==> src/rtl/div_unit_pkg.sv <==
// Shared CPU constants for the execute-stage divider and the HI/LO register.
// Holds the divider state encoding, the default datapath width and the HI/LO write selects.
package div_unit_pkg;

  localparam int DIV_WIDTH = 32;
  localparam int DIV_CNT_W = 6;

  typedef enum logic [1:0] {
    DIV_IDLE = 2'd0,
    DIV_BUSY = 2'd1,
    DIV_DONE = 2'd2
  } divState_t;

  // HI/LO write source selects decoded by the hilo register
  localparam logic [1:0] HILO_SEL_NONE = 2'd0;
  localparam logic [1:0] HILO_SEL_MULT = 2'd1;
  localparam logic [1:0] HILO_SEL_DIV  = 2'd2;

endpackage

==> src/rtl/div_step.sv <==
// One restoring radix-2 division iteration: shift in a dividend bit, trial-subtract, restore on borrow.
module div_step
  import div_unit_pkg::*;
#(
  parameter int WIDTH = DIV_WIDTH
) (
  input  logic [WIDTH-1:0] partRem,
  input  logic             dividendMsb,
  input  logic [WIDTH-1:0] divisor,
  output logic [WIDTH-1:0] nextRem,
  output logic             quotBit
);

  logic [WIDTH:0] shiftedS;
  logic [WIDTH:0] diffS;

  // Trial subtraction: since partRem < divisor, the top bit of diffS is set exactly on borrow
  always_comb begin
    shiftedS = {partRem, dividendMsb};
    diffS    = shiftedS - {1'b0, divisor};
    quotBit  = ~diffS[WIDTH];
    nextRem  = quotBit ? diffS[WIDTH-1:0] : shiftedS[WIDTH-1:0];
  end

endmodule

==> src/rtl/div_unit.sv <==
// Multi-cycle DIV/DIVU unit for the execute stage; stalls the pipeline while iterating
// and pulses result_valid with {remainder, quotient} in the cycle the stall drops.
module div_unit
  import div_unit_pkg::*;
#(
  parameter int WIDTH = DIV_WIDTH,
  parameter int CNT_W = DIV_CNT_W
) (
  input  logic             clk,
  input  logic             resetn,
  input  logic             start,
  input  logic             signed_div,
  input  logic             cancel,
  input  logic [WIDTH-1:0] a,
  input  logic [WIDTH-1:0] b,
  output logic             stall,
  output logic             result_valid,
  output logic [WIDTH-1:0] quotient,
  output logic [WIDTH-1:0] remainder
);

  divState_t        stateR;
  logic [CNT_W-1:0] cntR;
  logic [WIDTH-1:0] remR;
  logic [WIDTH-1:0] dvdR;
  logic [WIDTH-1:0] dvsR;
  logic             qSignR;
  logic             rSignR;

  logic [WIDTH-1:0] absAS;
  logic [WIDTH-1:0] absBS;
  logic [WIDTH-1:0] nextRemS;
  logic             qBitS;
  logic [WIDTH-1:0] finalQS;
  logic [WIDTH-1:0] finalRS;
  logic             lastIterS;
  logic             aNegS;
  logic             bNegS;

  function automatic logic [WIDTH-1:0] negIf(input logic [WIDTH-1:0] v, input logic neg);
    negIf = neg ? (~v + WIDTH'(1)) : v;
  endfunction

  div_step #(.WIDTH(WIDTH)) u_step (
    .partRem    (remR),
    .dividendMsb(dvdR[WIDTH-1]),
    .divisor    (dvsR),
    .nextRem    (nextRemS),
    .quotBit    (qBitS)
  );

  // Operand magnitudes and sign-corrected results of the final iteration
  always_comb begin
    aNegS     = signed_div & a[WIDTH-1];
    bNegS     = signed_div & b[WIDTH-1];
    absAS     = negIf(a, aNegS);
    absBS     = negIf(b, bNegS);
    lastIterS = (cntR == CNT_W'(WIDTH - 1));
    finalQS   = negIf({dvdR[WIDTH-2:0], qBitS}, qSignR);
    finalRS   = negIf(nextRemS, rSignR);
  end

  assign stall = start & ~cancel & ((stateR == DIV_IDLE) | (stateR == DIV_BUSY));

  // Divider FSM; results are registered on entry to DONE so they are visible while result_valid is high
  always_ff @(posedge clk or negedge resetn) begin
    if (!resetn) begin
      stateR       <= DIV_IDLE;
      cntR         <= '0;
      remR         <= '0;
      dvdR         <= '0;
      dvsR         <= '0;
      qSignR       <= 1'b0;
      rSignR       <= 1'b0;
      quotient     <= '0;
      remainder    <= '0;
      result_valid <= 1'b0;
    end else if (cancel) begin
      stateR       <= DIV_IDLE;
      result_valid <= 1'b0;
    end else begin
      case (stateR)
        DIV_IDLE: begin
          result_valid <= 1'b0;
          if (start) begin
            if (b == '0) begin
              quotient     <= {WIDTH{1'b1}};
              remainder    <= a;
              result_valid <= 1'b1;
              stateR       <= DIV_DONE;
            end else begin
              dvdR   <= absAS;
              dvsR   <= absBS;
              remR   <= '0;
              cntR   <= '0;
              qSignR <= aNegS ^ bNegS;
              rSignR <= aNegS;
              stateR <= DIV_BUSY;
            end
          end
        end
        DIV_BUSY: begin
          remR <= nextRemS;
          dvdR <= {dvdR[WIDTH-2:0], qBitS};
          cntR <= cntR + CNT_W'(1);
          if (lastIterS) begin
            quotient     <= finalQS;
            remainder    <= finalRS;
            result_valid <= 1'b1;
            stateR       <= DIV_DONE;
          end
        end
        DIV_DONE: begin
          result_valid <= 1'b0;
          stateR       <= DIV_IDLE;
        end
        default: begin
          result_valid <= 1'b0;
          stateR       <= DIV_IDLE;
        end
      endcase
    end
  end

endmodule

==> config.mk <==
export PLATFORM = sky130hd
export DESIGN_NAME = div_unit
export DESIGN_NICKNAME = d
export VERILOG_FILES = /design/src/rtl/div_unit_pkg.sv /design/src/rtl/div_step.sv /design/src/rtl/div_unit.sv
export SDC_FILE = /design/constraint.sdc
export NUM_CORES = 1
export LEC_CHECK = 0
export BUFFER_PORTS_ARGS = -buffer_cell sky130_fd_sc_hd__buf_2
export CORE_ASPECT_RATIO = 1.1
export CORE_MARGIN = 2
export CORE_UTILIZATION = 30
export DETAILED_ROUTE_END_ITERATION = 16
export PLACE_DENSITY = 0.56
export SLEW_MARGIN = 5
export SYNTH_ARGS = -nofsm -noshare
export SYNTH_HDL_FRONTEND = slang
export SYNTH_SLANG_ARGS = --single-unit
==> constraint.sdc <==
create_clock -name clk -period 15.4 [get_ports clk]
set_clock_uncertainty 0.05 [all_clocks]
set_input_delay 3.08 -clock clk [delete_from_list [all_inputs] [get_ports clk]]
set_output_delay 3.08 -clock clk [all_outputs]
set_load 0.01 [all_outputs]
==> metrics.md, run 1 <==
| Metric | Value |
|---|---|
| Grt total ovfl | 0 |
| H-Tree Level Count | 4 |
| Global-route wire length before repair | 58500 um |
| Slowest stage delay, CP | 0.52 ns |
| Critical Path AT | 7.09 ns |
| Cell area power density | 94.0 nW/um^2 |
| Area after DPL | 13300 um^2 |
| CP required | 15.73 ns |
| Smallest hold slack | 0.476 ns |
| Port buffer count | 134 |
| Clock transition at path regs | 0.07 ns |
| Initial Utilization | 30.5% |
| Via/cell ratio | 5.18 |
| Die ar. | 42500 um^2 |
| Number of max-cap violations | 0 |
| Die Ht | 216 um |
| CP Capture Type | flop |
| Placer Congestion | 0.813 |
| Fmax | 148 MHz |
| Post-Syn Instances | 1518 |
| I/O pin cnt | 135 |
| Mapped Area | 12300 um^2 |
| Num rows | 77 |
| Setup tns final | 0 ns |
| First-pass DRT Iterations | 6 |
| Lkg Pwr | 6.23 nW |
| Slowest CP cell | or4b_4 |
| Final min period | 6.76 ns |
| DRC viols | 0 |
| Fin worst setup slack | 8.64 ns |
| Post-route ant nets | 0 |
| Hpwl dp | 27900 um |
| Worst Max-Slew Pin Slew | 1.18 ns |
| Hold Vio Cnt, Final | 0 |
| Largest net degree at the start of global routing | 100 |
| Final Max Slew Viols | 0 |
| Final Setup Violations | 0 |
| Tot Pwr | 1.31 mW |
| Initial antenna violation count | 0 |
| Crit start category | input pin |
| Post-route design area | 13900 um^2 |
| Synth top area share | 34.9% |
| Run status | completed |
| Post-CTS Repair Setup Buffers | 0 |
| Synth top area cells | dfrtp_1, a21oi_1, o21ai_0 |
| Iter 0 DRT Violations | 740 |
| Worst Setup Path Type | input pin to flop |
| Peak VDD IR | 0.0696 mV |
| DR WL/cell | 17.1 um |
| Clock latency on the worst-skew pair | 0.45 ns |
| Vias in the first global route | 10.4k |
| Layout cells sized above 1 | 13.3% |
| Count of cell types in the netlist | 84 |
| Critical path, cell by cell | buf_2 -> inv_1 -> ha_1 -> or4b_4 -> nor4_4 -> nand4b_1 -> or4_1 -> or3_4 -> nor2_4 -> o21ai_2 -> buf_4 -> clkinv_4 -> nand2_4 -> or3_1 -> nand3_1 |
| Clk sinks | 171 |
| Synth Net Count | 1625 |
| Non-Filler Instances | 2129 |
| Worst slew margin | 21.6% |
| Clock root cell | clkbuf_16 |
| Ys async rst share | 100% |
| Syn avg cell area | 8.08 um^2 |
| Fin util | 34.6% |
| Number of synthesized flops with an enable pin | 0 |
| Yosys Warn Count | 0 |
| Ys flop type | dfrtp_1 |
| Setup repair after global routing missed its margin | no |
| Deepest clock path buffer count | 2 |
| Seq cells post-synth | 171 |
| Final wirelength | 36500 um |
| Pre-CTS worst setup slack | 8.16 ns |
| Count leader, synth | nand2_1 |
| Total CTS buffers | 17 |
| Layout area overhead | 13.5% |
| GR Util All Layers | 17.2% |
| Die Width | 197 um |
| NumNets Final | 1709 |
| Period utilization | 43.9% |
| CTS tree | built |
| Synth top cells by count | nand2_1, dfrtp_1, a21oi_1 |
| Share of the yosys chip area belonging to registers | 34.9% |
| Hold buffer count at cts | 0 |
| Core area | 40300 um^2 |
| Hold WC Path Type | flop to flop |
| Cell Count Post-Placement | 2096 |
| DR vias | 11.0k |
| Post-synth top area cell | dfrtp_1 |
| # fillers | 4285 |
| Cts repair resizes | 0 |
| Worst Path Max Fanout | 75 |
## cells by family after synthesis
logic type               synth area share [%]
AO/OA/AOI/OAI                            23.5
XOR/XNOR                                 9.35
adder cells (fa/ha/maj)                  3.94
buffers and inverters                    4.93
flip-flops                               34.9
multiplexers                             3.27
AND/OR/NAND/NOR                          20.1
## state kept, by name, indices dropped and copies added (netlist names)
register,cells
remainder,32
result_valid,1
stateR,2
cntR,6
dvsR,32
dvdR,32
remR,32
rSignR,1
quotient,32
qSignR,1
## routing by layer
layer  vias up  routed length (um)  global-route usage [%]
li1       5566                   -                       -
met1      5178               17500                    24.4
met2       264               16800                    27.9
met3        25                1720                    2.47
met4         0                 448                    3.81
met5         -                   0                       0
## critical path: cells and delay by family
family | cells | cell delay, ns
adder cells (fa/ha/maj) | 1 | 0.18
buffers and inverters | 4 | 0.89
AND/OR/NAND/NOR | 9 | 2.85
AO/OA/AOI/OAI | 1 | 0.07
## path summary, 6_finish.rpt
kind / slack [ns] / endpoint / start / cells after the start
hold / removal: 0.48 / quotient[6] / quotient[6] / 2
setup / recovery: 8.64 / remainder[27] / b[0] / 15
hold reg to reg: 0.48 / quotient[6] / quotient[6] / 2
setup reg to reg: 9.37 / quotient[28] / dvdR[31] / 18
min in group asynchronous: 2.61 / quotient[1] / resetn / 1
max in group asynchronous: 11.48 / cntR[1] / resetn / 2
## power by group
part	switching [mW]	internal (mW)
registers	0.0353	0.484
logic	0.219	0.133
clock network	0.202	0.237
## final cells by class
class	instances	area [um^2]	area share [%]
Multi-Input combinational cell	1204	7410	53.2
Sequential cell	171	4280	30.7
Timing Repair Buffer	146	767	5.51
Tap cell	513	642	4.61
Clock buffer	20	457	3.28
Inverter	62	238	1.71
Clock inverter	12	133	0.952
Antenna cell	1	2.50	0.0180
## layout by cell type (no fill, tap or decap), types with 6 or more instances in the layout
| cell type | n |
|---|---|
| nand3b_1 | 6 |
| a21o_1 | 17 |
| inv_1 | 60 |
| nor2b_1 | 7 |
| dfrtp_1 | 171 |
| a211oi_1 | 9 |
| o21a_1 | 7 |
| o21ai_0 | 158 |
| nor4_1 | 12 |
| mux2_2 | 9 |
| nand4_1 | 13 |
| o41ai_1 | 7 |
| o21bai_1 | 7 |
| clkbuf_16 | 17 |
| nor2_1 | 145 |
| or4_1 | 14 |
| and2_1 | 9 |
| a21oi_1 | 167 |
| xnor2_1 | 64 |
| nor3_1 | 30 |
| buf_2 | 133 |
| or3_1 | 22 |
| and3_1 | 19 |
| ha_1 | 37 |
| nand2_1 | 182 |
| xor2_1 | 67 |
| a31oi_1 | 27 |
| o211ai_1 | 8 |
| mux2i_1 | 30 |
| buf_4 | 12 |
| nand3_1 | 16 |
| o31ai_1 | 23 |
| nand2b_1 | 13 |
Power figures use the tool's default switching activity.
==> inputs of run 2 (changes only) <==
--- a/config.mk
+++ b/config.mk
@@ -10,7 +10,7 @@
 export CORE_MARGIN = 2
 export CORE_UTILIZATION = 30
 export DETAILED_ROUTE_END_ITERATION = 16
-export PLACE_DENSITY = 0.56
+export PLACE_DENSITY = 0.58
 export SLEW_MARGIN = 5
 export SYNTH_ARGS = -nofsm -noshare
 export SYNTH_HDL_FRONTEND = slang
==> constraint.sdc (replaced) <==
create_clock -name clk -period 5.7 [get_ports clk]
set_clock_uncertainty 0.05 [all_clocks]
set_input_delay 1.14 -clock clk [delete_from_list [all_inputs] [get_ports clk]]
set_output_delay 1.14 -clock clk [all_outputs]
set_load 0.01 [all_outputs]
==> run 2 against run 1 <==
  * Power increased to 2.7 times the previous value
  * Sequential share of layout area is 0.14 points lower
  * Final cell count grew 0.23%
  * Worst setup slack lost 8.1 ns
  * Worst hold slack worse by 0.042 ns
  * Core utilization rose by 0.16 points
  * Via count grew 0.45%
  * Die area did not move
  * Global-route usage about the same
  * Combinational power grew to 2.7 times the previous value
  * First-iteration DRC count down 10%
  * Critical path type is now flop to flop
  * Highest routed layer is now met5
==> metrics.md, run 2 (same netlist as run 1, synthesis figures left out) <==
| Metric | Value |
|---|---|
| Run status | completed (unchanged) |
| Fmax | 192 MHz |
| Final min period | 5.20 ns |
| Critical Path AT | 5.42 ns (was 7.09 ns) |
| Hold WC Path Type | flop to flop (unchanged) |
| Deepest clock path buffer count | 2 (unchanged) |
| Multi-input logic area | 7410 um^2 (unchanged) |
| CP required | 5.91 ns (was 15.73 ns) |
| Worst Max-Slew Pin Slew | 1.28 ns (was 1.18 ns) |
| Initial Utilization | 30.5% (unchanged) |
| Via/cell ratio | 5.19 (was 5.18) |
| Core area | 40300 um^2 (unchanged) |
| Post-route ant nets | 0 (unchanged) |
| FF-to-FF Start | dvdR[31] (unchanged) |
| CP Capture Type | flop (unchanged) |
| Crit start category | flop (was input pin) |
| Die Ht | 216 um (unchanged) |
| Clock transition at path regs | 0.07 ns (about the same) |
| Crit path capture | quotient[28] (was remainder[27]) |
| Largest net degree at the start of global routing | 88 (was 100) |
| Clock latency on the worst-skew pair | 0.45 ns (about the same) |
| FF/Latch Area | 4280 um^2 (unchanged) |
| Post-CTS Repair Setup Buffers | 0 (unchanged) |
| NumNets Final | 1714 (was 1709) |
| Initial antenna violation count | 2 (was 0) |
| Hold Vio Cnt, Final | 0 (unchanged) |
| Reg-to-reg slack, setup | 0.50 ns (was 9.37 ns) |
| Worst Path Max Fanout | 12 (was 75) |
| Global-route wire length before repair | 58400 um (was 58500 um) |
| Tot Pwr | 3.56 mW (was 1.31 mW) |
| Placer Congestion | 0.877 (was 0.813) |
| CP startpoint | dvdR[31] (was b[0]) |
| Peak VDD IR | 0.146 mV (was 0.0696 mV) |
| Cts repair resizes | 0 (unchanged) |
| CTS tree | built (unchanged) |
| GR Util All Layers | 17.3% (was 17.2%) |
| Hold buffer count at cts | 0 (unchanged) |
| Num rows | 77 (unchanged) |
| DR vias | 11.1k (was 11.0k) |
| First-pass DRT Iterations | 5 (was 6) |
| Vias in the first global route | 10.6k (was 10.4k) |
| Hpwl dp | 28200 um (was 27900 um) |
| Clock root cell | clkbuf_16 (unchanged) |
| Setup repair after global routing missed its margin | no (unchanged) |
| I/O pin cnt | 135 (unchanged) |
| Die ar. | 42500 um^2 (unchanged) |
| Final wirelength | 36500 um (about the same) |
| Port buffer count | 134 (unchanged) |
| Grt total ovfl | 0 (unchanged) |
| Iter 0 DRT Violations | 664 (was 740) |
| Layout area overhead | 14.1% (was 13.5%) |
| Setup tns final | 0 ns (unchanged) |
| Clk sinks | 171 (unchanged) |
| Period utilization | 91.3% |
| Layout cells sized above 1 | 13.6% (was 13.3%) |
| DRC viols | 0 (unchanged) |
| Worst Setup Path Type | flop to flop (was input pin to flop) |
| DR WL/cell | 17.1 um (about the same) |
| Total CTS buffers | 17 (unchanged) |
| R2R depth | 18 (unchanged) |
| Worst slew margin | 14.1% (was 21.6%) |
| Final Max Slew Viols | 0 (unchanged) |
| Leading cell type in the layout, fill and taps excluded | nand2_1 (unchanged) |
| Most frequent cells in the layout | nand2_1, dfrtp_1, a21oi_1 (unchanged) |
| Cell area power density | 255 nW/um^2 (was 94.0 nW/um^2) |
| # fillers | 4230 (was 4285) |
| H-Tree Level Count | 4 (unchanged) |
| Number of max-cap violations | 0 (unchanged) |
| Die Width | 197 um (unchanged) |
| RR Endpoint | quotient[28] (unchanged) |
| Final Setup Violations | 0 (unchanged) |
| Lkg Pwr | 6.26 nW (was 6.23 nW) |
## run 2: area by class of cell
cell class / count / share of cell area, %
multi-input combinational: 1204 / 53.0
sequential: 171 / 30.6
timing repair buffer: 151 / 5.93
tap: 513 / 4.59
clock buffer: 18 / 3.14
inverter: 62 / 1.70
clock inverter: 14 / 1.09
antenna: 1 / 0.0179
## run 2: how the worst min path moves through the flow
| stage | start | end | slack [ns] | cells after the start |
|---|---|---|---|---|
| after floorplan | remR[28] | remR[28] | 0.43 | 2 |
| after global placement | remainder[7] | remainder[7] | 0.42 | 2 |
| after detailed placement | remainder[7] | remainder[7] | 0.42 | 2 |
| after CTS | remainder[7] | remainder[7] | 0.44 | 2 |
| after global routing | remainder[2] | remainder[2] | 0.47 | 2 |
| final | remainder[7] | remainder[7] | 0.43 | 2 |
## run 2: report_power, final
group | leakage [nW] | internal [mW] | switching, mW | total, mW
Clock | 0.283 | 0.634 | 0.567 | 1.20
Combinational | 3.70 | 0.362 | 0.599 | 0.961
Sequential | 2.27 | 1.31 | 0.0965 | 1.40
## run 2: metal layers
metal	vias to the layer above	GRT usage [%]	part of all wire, %
met3	40	2.94	5.1
met2	326	27.6	45
met1	5135	24.0	48
met5	-	0	0.036
met4	2	4.76	1.8
li1	5580	-	-
## run 2: critical path: stages, from the launching register on
cell	delay (ns)
dfrtp_1	0.37
inv_1	0.06
ha_1	0.21
fa_1	0.41
nand2b_1	0.19
a21oi_1	0.29
o211ai_1	0.23
a21oi_1	0.27
o21a_1	0.21
nor2_4	0.07
inv_2	0.20
ha_1	0.24
nand3b_1	0.14
or3_1	0.45
or4_1	0.56
or4_1	0.55
o31ai_1	0.26
xor2_1	0.17
a21oi_1	0.08
## run 2: stage by stage
stage	util, %	worst slack, ns	hold WS [ns]	cells	instance area (um^2)
finish	34.7	0.496	0.434	2134	14000
floorplan	-	0.555	0.427	1518	12300
global placement	33.3	0.588	0.418	2101	13400
global route	34.7	0.0993	0.470	2133	14000
detailed placement	33.3	0.560	0.420	2101	13400
CTS	34.7	0.537	0.437	2133	14000
